===== config.mk =====
export PLATFORM = sky130hd
export DESIGN_NAME = cpu_axi_bridge
export DESIGN_NICKNAME = d
export VERILOG_FILES = /design/src/rtl/cpu_axi_pkg.sv /design/src/rtl/axi_rd_arbiter.sv /design/src/rtl/cpu_axi_bridge.sv
export SDC_FILE = /design/constraint.sdc
export NUM_CORES = 1
export LEC_CHECK = 0
export BUFFER_PORTS_ARGS = -buffer_cell sky130_fd_sc_hd__buf_2
export CELL_PAD_IN_SITES_DETAIL_PLACEMENT = 0
export CELL_PAD_IN_SITES_GLOBAL_PLACEMENT = 1
export CORE_AREA = 2 2 153 155
export DETAILED_ROUTE_END_ITERATION = 6
export DIE_AREA = 0 0 155 157
export GPL_TIMING_DRIVEN = 0
export PLACE_DENSITY_LB_ADDON = 0.08
export SYNTH_ARGS = -nofsm -noshare
export SYNTH_HDL_FRONTEND = slang
export SYNTH_HIERARCHICAL = 1
export SYNTH_SLANG_ARGS = --single-unit

===== constraint.sdc =====
create_clock -name clk -period 3.11 [get_ports clk]
set_clock_uncertainty 0.1 [all_clocks]
set_input_delay 0.311 -clock clk [delete_from_list [all_inputs] [get_ports clk]]
set_output_delay 0.311 -clock clk [all_outputs]
set_load 0.01 [all_outputs]

===== src/rtl/cpu_axi_pkg.sv =====
// rtl/cpu_axi_pkg.sv - shared types and constants for the CPU-to-AXI3 bridge
package cpu_axi_pkg;

    typedef enum logic [1:0] {RD_IDLE, RD_AR, RD_R} rd_state_e;
    typedef enum logic [1:0] {WR_IDLE, WR_AW_W, WR_B} wr_state_e;
    typedef enum logic [1:0] {SIZE_BYTE, SIZE_HALF, SIZE_WORD} size_e;

    localparam logic [3:0] AXI_INST_ID = 4'd0;
    localparam logic [3:0] AXI_DATA_ID = 4'd1;
    localparam logic [1:0] BURST_INCR  = 2'b01;

    function automatic logic [2:0] axi_size(input logic [1:0] size);
        return {1'b0, size};
    endfunction

endpackage


===== src/rtl/axi_rd_arbiter.sv =====
// rtl/axi_rd_arbiter.sv - read channel FSM; arbitrates data loads over instruction fetches
module axi_rd_arbiter
    import cpu_axi_pkg::*;
#(
    parameter int AW = 32,
    parameter int DW = 32,
    parameter logic [3:0] INST_ID = AXI_INST_ID,
    parameter logic [3:0] DATA_ID = AXI_DATA_ID
) (
    input  logic          clk_i,
    input  logic          rst_i,
    input  logic          inst_req_i,
    input  logic [1:0]    inst_size_i,
    input  logic [AW-1:0] inst_addr_i,
    output logic          inst_addr_ok_o,
    output logic          inst_data_ok_o,
    output logic [DW-1:0] inst_rdata_o,
    input  logic          data_req_i,
    input  logic          data_wr_i,
    input  logic [1:0]    data_size_i,
    input  logic [AW-1:0] data_addr_i,
    input  logic          wr_idle_i,
    output logic          load_addr_ok_o,
    output logic          load_data_ok_o,
    output logic [DW-1:0] load_rdata_o,
    output logic          data_rd_busy_o,
    output logic [3:0]    arid_o,
    output logic [AW-1:0] araddr_o,
    output logic [2:0]    arsize_o,
    output logic          arvalid_o,
    input  logic          arready_i,
    input  logic [3:0]    rid_i,
    input  logic [DW-1:0] rdata_i,
    input  logic          rvalid_i,
    output logic          rready_o
);

    rd_state_e     state_q, state_d;
    logic [AW-1:0] addr_q, addr_d;
    logic [1:0]    size_q, size_d;
    logic [3:0]    id_q, id_d;
    logic          load_ok, inst_ok, r_fire;

    always_ff @(posedge clk_i or posedge rst_i) begin
        if (rst_i) begin
            state_q <= RD_IDLE;
            addr_q  <= '0;
            size_q  <= '0;
            id_q    <= '0;
        end else begin
            state_q <= state_d;
            addr_q  <= addr_d;
            size_q  <= size_d;
            id_q    <= id_d;
        end
    end

    // A load may only start once no store is pending, which keeps loads behind stores.
    always_comb begin
        load_ok = !rst_i && state_q == RD_IDLE && data_req_i && !data_wr_i && wr_idle_i;
        inst_ok = !rst_i && state_q == RD_IDLE && inst_req_i && !load_ok;
        state_d = state_q;
        addr_d  = addr_q;
        size_d  = size_q;
        id_d    = id_q;
        case (state_q)
            RD_IDLE: begin
                if (load_ok) begin
                    addr_d  = data_addr_i;
                    size_d  = data_size_i;
                    id_d    = DATA_ID;
                    state_d = RD_AR;
                end else if (inst_ok) begin
                    addr_d  = inst_addr_i;
                    size_d  = inst_size_i;
                    id_d    = INST_ID;
                    state_d = RD_AR;
                end
            end
            RD_AR:   if (arready_i) state_d = RD_R;
            RD_R:    if (rvalid_i) state_d = RD_IDLE;
            default: state_d = RD_IDLE;
        endcase
    end

    always_comb begin
        arvalid_o      = state_q == RD_AR;
        rready_o       = state_q == RD_R;
        r_fire         = rready_o && rvalid_i && !rst_i;
        inst_addr_ok_o = inst_ok;
        load_addr_ok_o = load_ok;
        inst_data_ok_o = r_fire && rid_i == INST_ID;
        load_data_ok_o = r_fire && rid_i != INST_ID;
        data_rd_busy_o = state_q != RD_IDLE && id_q != INST_ID;
    end

    assign arid_o       = id_q;
    assign araddr_o     = addr_q;
    assign arsize_o     = axi_size(size_q);
    assign inst_rdata_o = rdata_i;
    assign load_rdata_o = rdata_i;

endmodule


===== src/rtl/cpu_axi_bridge.sv =====
// rtl/cpu_axi_bridge.sv - sram-like inst/data ports to a single AXI3 master port
module cpu_axi_bridge
    import cpu_axi_pkg::*;
#(
    parameter int AW = 32,
    parameter int DW = 32,
    parameter logic [3:0] INST_ID = AXI_INST_ID,
    parameter logic [3:0] DATA_ID = AXI_DATA_ID
) (
    input  logic          clk,
    input  logic          reset,
    input  logic          inst_req,
    input  logic [1:0]    inst_size,
    input  logic [AW-1:0] inst_addr,
    output logic          inst_addr_ok,
    output logic          inst_data_ok,
    output logic [DW-1:0] inst_rdata,
    input  logic          data_req,
    input  logic          data_wr,
    input  logic [1:0]    data_size,
    input  logic [AW-1:0] data_addr,
    input  logic [3:0]    data_wstrb,
    input  logic [DW-1:0] data_wdata,
    output logic          data_addr_ok,
    output logic          data_data_ok,
    output logic [DW-1:0] data_rdata,
    output logic [3:0]    arid,
    output logic [AW-1:0] araddr,
    output logic [7:0]    arlen,
    output logic [2:0]    arsize,
    output logic [1:0]    arburst,
    output logic [1:0]    arlock,
    output logic [3:0]    arcache,
    output logic [2:0]    arprot,
    output logic          arvalid,
    input  logic          arready,
    input  logic [3:0]    rid,
    input  logic [DW-1:0] rdata,
    input  logic [1:0]    rresp,
    input  logic          rlast,
    input  logic          rvalid,
    output logic          rready,
    output logic [3:0]    awid,
    output logic [AW-1:0] awaddr,
    output logic [7:0]    awlen,
    output logic [2:0]    awsize,
    output logic [1:0]    awburst,
    output logic [1:0]    awlock,
    output logic [3:0]    awcache,
    output logic [2:0]    awprot,
    output logic          awvalid,
    input  logic          awready,
    output logic [3:0]    wid,
    output logic [DW-1:0] wdata,
    output logic [3:0]    wstrb,
    output logic          wlast,
    output logic          wvalid,
    input  logic          wready,
    input  logic [3:0]    bid,
    input  logic [1:0]    bresp,
    input  logic          bvalid,
    output logic          bready
);

    wr_state_e     wr_q, wr_d;
    logic          awvalid_q, awvalid_d, wvalid_q, wvalid_d;
    logic [AW-1:0] awaddr_q, awaddr_d;
    logic [DW-1:0] wdata_q, wdata_d;
    logic [3:0]    wstrb_q, wstrb_d;
    logic [1:0]    wsize_q, wsize_d;
    logic          wr_idle, rd_data_busy, store_ok, b_fire;
    logic          load_addr_ok, load_data_ok;
    logic          unused_inputs;

    axi_rd_arbiter #(.AW(AW), .DW(DW), .INST_ID(INST_ID), .DATA_ID(DATA_ID)) u_rd (
        .clk_i(clk), .rst_i(reset),
        .inst_req_i(inst_req), .inst_size_i(inst_size), .inst_addr_i(inst_addr),
        .inst_addr_ok_o(inst_addr_ok), .inst_data_ok_o(inst_data_ok), .inst_rdata_o(inst_rdata),
        .data_req_i(data_req), .data_wr_i(data_wr), .data_size_i(data_size),
        .data_addr_i(data_addr), .wr_idle_i(wr_idle),
        .load_addr_ok_o(load_addr_ok), .load_data_ok_o(load_data_ok), .load_rdata_o(data_rdata),
        .data_rd_busy_o(rd_data_busy),
        .arid_o(arid), .araddr_o(araddr), .arsize_o(arsize), .arvalid_o(arvalid),
        .arready_i(arready), .rid_i(rid), .rdata_i(rdata), .rvalid_i(rvalid), .rready_o(rready)
    );

    always_ff @(posedge clk or posedge reset) begin
        if (reset) begin
            wr_q      <= WR_IDLE;
            awvalid_q <= 1'b0;
            wvalid_q  <= 1'b0;
            awaddr_q  <= '0;
            wdata_q   <= '0;
            wstrb_q   <= '0;
            wsize_q   <= '0;
        end else begin
            wr_q      <= wr_d;
            awvalid_q <= awvalid_d;
            wvalid_q  <= wvalid_d;
            awaddr_q  <= awaddr_d;
            wdata_q   <= wdata_d;
            wstrb_q   <= wstrb_d;
            wsize_q   <= wsize_d;
        end
    end

    // AW and W retire independently; the response phase starts once both are gone.
    always_comb begin
        store_ok  = !reset && wr_q == WR_IDLE && data_req && data_wr && !rd_data_busy;
        wr_d      = wr_q;
        awvalid_d = awvalid_q;
        wvalid_d  = wvalid_q;
        awaddr_d  = awaddr_q;
        wdata_d   = wdata_q;
        wstrb_d   = wstrb_q;
        wsize_d   = wsize_q;
        case (wr_q)
            WR_IDLE: begin
                if (store_ok) begin
                    awaddr_d  = data_addr;
                    wdata_d   = data_wdata;
                    wstrb_d   = data_wstrb;
                    wsize_d   = data_size;
                    awvalid_d = 1'b1;
                    wvalid_d  = 1'b1;
                    wr_d      = WR_AW_W;
                end
            end
            WR_AW_W: begin
                awvalid_d = awvalid_q && !awready;
                wvalid_d  = wvalid_q && !wready;
                if (!awvalid_d && !wvalid_d) wr_d = WR_B;
            end
            WR_B:    if (bvalid) wr_d = WR_IDLE;
            default: wr_d = WR_IDLE;
        endcase
    end

    always_comb begin
        wr_idle      = wr_q == WR_IDLE;
        bready       = wr_q == WR_B;
        b_fire       = bready && bvalid && !reset;
        data_addr_ok = load_addr_ok || store_ok;
        data_data_ok = load_data_ok || b_fire;
    end

    assign awvalid = awvalid_q;
    assign wvalid  = wvalid_q;
    assign awaddr  = awaddr_q;
    assign wdata   = wdata_q;
    assign wstrb   = wstrb_q;
    assign awsize  = axi_size(wsize_q);
    assign awid    = DATA_ID;
    assign wid     = DATA_ID;
    assign wlast   = 1'b1;
    assign arlen   = 8'd0;
    assign awlen   = 8'd0;
    assign arburst = BURST_INCR;
    assign awburst = BURST_INCR;
    assign arlock  = 2'd0;
    assign awlock  = 2'd0;
    assign arcache = 4'd0;
    assign awcache = 4'd0;
    assign arprot  = 3'd0;
    assign awprot  = 3'd0;

    assign unused_inputs = ^{rresp, rlast, bid, bresp};

endmodule


==> impl_metrics.env <==
export IMPL_outcome="completed"
export IMPL_via_count=4196
export IMPL_drive_gt1_share_pct=67.60
export IMPL_drc_errors=0
export IMPL_timing_rr_end="u_rd/araddr_o[24]"
export IMPL_holdCritPathClass="input port to flip-flop"
export IMPL_cp_arrival_ps=2120
export IMPL_yosys_top_cells_area="dfrtp_1, buf_4, mux2_4"
export IMPL_synth_top_area_share_pct=47.90
export IMPL_port_buffers=295
export IMPL_drt_total_wl_um=16550
export IMPL_cts_tree="yes"
export IMPL_r2r_start="u_rd/state_q[1]"
export IMPL_start_kind="input port"
export IMPL_syn_cell_area_um2=5799
export IMPL_postSynthAreaPerCell_um2=13.68
export IMPL_vdd_ir_drop_max_uv=303.1
export IMPL_worstSkewPairLatency_ps=340
export IMPL_dieArea_um2=24340
export IMPL_area_delta_synth_final_pct=41.53
export IMPL_synth_seq_cells=111
export IMPL_grt_pass1_vias=4145
export IMPL_grt_pass1_wl_um=23850
export IMPL_relSlewSlack_pct=45.18
export IMPL_gr_total_overflow=0
export IMPL_ant_nets=0
export IMPL_setup_viol=0
export IMPL_leakagePower_nw=4.514
export IMPL_cts_root_buffer="clkbuf_16"
export IMPL_ys_types=26
export IMPL_io_pins=389
export IMPL_clkSinkCount=111
export IMPL_grt_busiest_layer="met2"
export IMPL_initial_core_util_pct=25.77
export IMPL_viasPerCell=3.911
export IMPL_timing_final_crit_period_ps=2532
export IMPL_first_pass_iters=4
export IMPL_dp_hpwl_um=13020
export IMPL_gp_congestion=0.7090
export IMPL_cap_violations=0
export IMPL_fmax_mhz=395.0
export IMPL_cts_buffers=9
export IMPL_finalNonFillerCells=1073
export IMPL_antenna_found_initial=2
export IMPL_power_density_nw_per_um2=827.2
export IMPL_met1_usage_pct=15.02
export IMPL_core_area_um2=22500
export IMPL_grt_use_total_pct=12.89
export IMPL_grt_max_degree=56
export IMPL_final_max_slew_violation_count=0
export IMPL_rrSetupSlack_ps=770
export IMPL_hold_worst_slack_ps=81.29
export IMPL_wl_per_cell_um=15.43
export IMPL_p_total_w=0.006790
export IMPL_syn_inst=424
export IMPL_criticalPathCategory="input port to primary output"
export IMPL_grtUsageMet3_pct=3.827
export IMPL_cp_max_fo=10
export IMPL_critPathCapture="data_addr_ok"
export IMPL_place_inst=1055
export IMPL_ys_seq_area_share_pct=47.90
export IMPL_r2r_cells=4
export IMPL_fin_nets=941
export IMPL_first_iter_violations=100
export IMPL_min_period_over_period_pct=81.41
export IMPL_cp_end_kind="primary output"
export IMPL_die_height_um=157
export IMPL_rsz0062_at_grt="false"
export IMPL_worstMarginPinSlew_ps=818.8
export IMPL_startpoint="reset"
export IMPL_yosysWarnings=6
export IMPL_required_ps=2700
export IMPL_die_w_um=155
export IMPL_htreeDepth=3
export IMPL_rows=55
export IMPL_hold_viol_final=0
export IMPL_synth_top_area_cell="dfrtp_1"
export IMPL_clock_path_buffers=2
export IMPL_use_met2_pct=23.09
export IMPL_path_clk_slew_ps=80
==> worst min path at each step <==
stage	start	end	slack (ps)	depth (start not counted)
floorplan	data_addr[0]	u_rd/araddr_o[0]	340	1
global placement	awaddr[20]	awaddr[20]	390	1
detailed placement	reset	u_rd/araddr_o[27]	290	2
CTS	data_wdata[3]	wdata[3]	60	2
global route	data_wstrb[2]	wstrb[2]	70	2
finish	data_wdata[3]	wdata[3]	80	2
==> metrics by stage <==
step | setup WS [ps] | TNS, ps | utilization [%] | instance area (µm²)
after detailed placement | 702.3 | 0 | 34.96 | 7866
after CTS | 501.8 | 0 | 36.46 | 8205
after global routing | 371.3 | 0 | 36.47 | 8208
after floorplan | 817.4 | 0 | - | 5983
after global placement | -649.8 | -47540 | 34.73 | 7816
final | 578.2 | 0 | 36.47 | 8208
==> synth_stat cells <==
master	instances
a21bo_2	2
a22o_1	2
a22oi_1	1
a31o_2	1
and3b_1	1
buf_2	4
buf_4	117
buf_6	9
conb_1	3
dfrtp_1	111
inv_1	9
mux2_1	56
mux2_2	26
mux2_4	56
nand2_1	3
nand2_2	1
nand2b_1	2
nand3_1	1
nand4_1	1
nor2_1	8
nor2b_1	4
nor3_1	1
nor4_1	1
nor4b_4	1
o21ai_0	2
o311ai_0	1
==> cells in the final DEF (no fill, tap or decap) <==
| cell type | netlist | final |
|---|---|---|
| a21bo_2 | 2 | 2 |
| a22o_1 | 2 | 2 |
| a22oi_1 | 1 | 1 |
| a31o_2 | 1 | 1 |
| and3b_1 | 1 | 1 |
| buf_12 | 0 | 1 |
| buf_16 | 0 | 1 |
| buf_2 | 4 | 299 |
| buf_4 | 117 | 117 |
| buf_6 | 9 | 9 |
| bufinv_16 | 0 | 2 |
| clkbuf_16 | 0 | 9 |
| clkinv_4 | 0 | 3 |
| conb_1 | 3 | 52 |
| dfrtp_1 | 111 | 111 |
| diode_2 | 0 | 1 |
| dlygate4sd3_1 | 0 | 1 |
| inv_1 | 9 | 7 |
| inv_2 | 0 | 1 |
| inv_4 | 0 | 1 |
| inv_6 | 0 | 2 |
| mux2_1 | 56 | 56 |
| mux2_2 | 26 | 26 |
| mux2_4 | 56 | 56 |
| nand2_1 | 3 | 3 |
| nand2_2 | 1 | 1 |
| nand2b_1 | 2 | 2 |
| nand3_1 | 1 | 1 |
| nand4_1 | 1 | 1 |
| nor2_1 | 8 | 8 |
| nor2b_1 | 4 | 4 |
| nor3_1 | 1 | 1 |
| nor4_1 | 1 | 1 |
| nor4b_4 | 1 | 1 |
| o21ai_0 | 2 | 2 |
| o311ai_0 | 1 | 1 |
==> registers in the layout, summed over array words and instances, names as in the netlist <==
signal / count
u_rd/araddr_o: 32
wsize_q: 2
wr_q: 2
wstrb: 4
awaddr: 32
awvalid: 1
wdata: 32
wvalid: 1
u_rd/size_q: 2
u_rd/state_q: 2
u_rd/arid_o: 1
==> power by group <==
part,internal [W],switching (W),total [W]
combinational,0.00164,0.00131,0.00296
clock,0.000717,0.000564,0.00128
sequential,0.00217,0.000379,0.00255
total,0.00453,0.00226,0.00679
==> logic make-up after synthesis <==
| family | share of synthesized area (%) |
|---|---|
| AO/OA/AOI/OAI | 1.252 |
| flip-flops | 47.90 |
| buffers and inverters | 17.82 |
| AND/OR/NAND/NOR | 2.416 |
| multiplexers | 30.42 |
| other | 0.1942 |
==> worst max-delay path, stage by stage <==
cell and delay, ps:
dlygate4sd3_1 530, buf_2 180, nor3_1 250, nand2_2 250, buf_2 300, inv_1 80, nand2b_1 90, buf_2 120
==> per-layer routing <==
layer | up-vias | routed length [µm]
met3 | 8 | 1311
met5 | - | 13
li1 | 1988 | -
met4 | 2 | 133
met2 | 197 | 8530
met1 | 2001 | 6564
==> final cells by class <==
class,instances,area [µm²]
Timing Repair Buffer,298,1534
Inverter,9,36.28
Sequential cell,111,2778
Fill cell,2280,14300
Clock inverter,7,103.9
Multi-Input combinational cell,223,2172
Antenna cell,1,2.502
Clock buffer,9,225.2
Tap cell,285,356.6
Buffer,130,999.7
==> repair_timing <==
| action | 4_1_cts | 5_1_grt |
|---|---|---|
| hold buffers | 1 | 0 |
| buffers inserted | 0 | 0 |
| gates resized for setup | 0 | 0 |
| endpoints found under the setup margin | 0 | 0 |
| hold endpoints to repair | 31 | 0 |
Power figures use the tool's default switching activity.
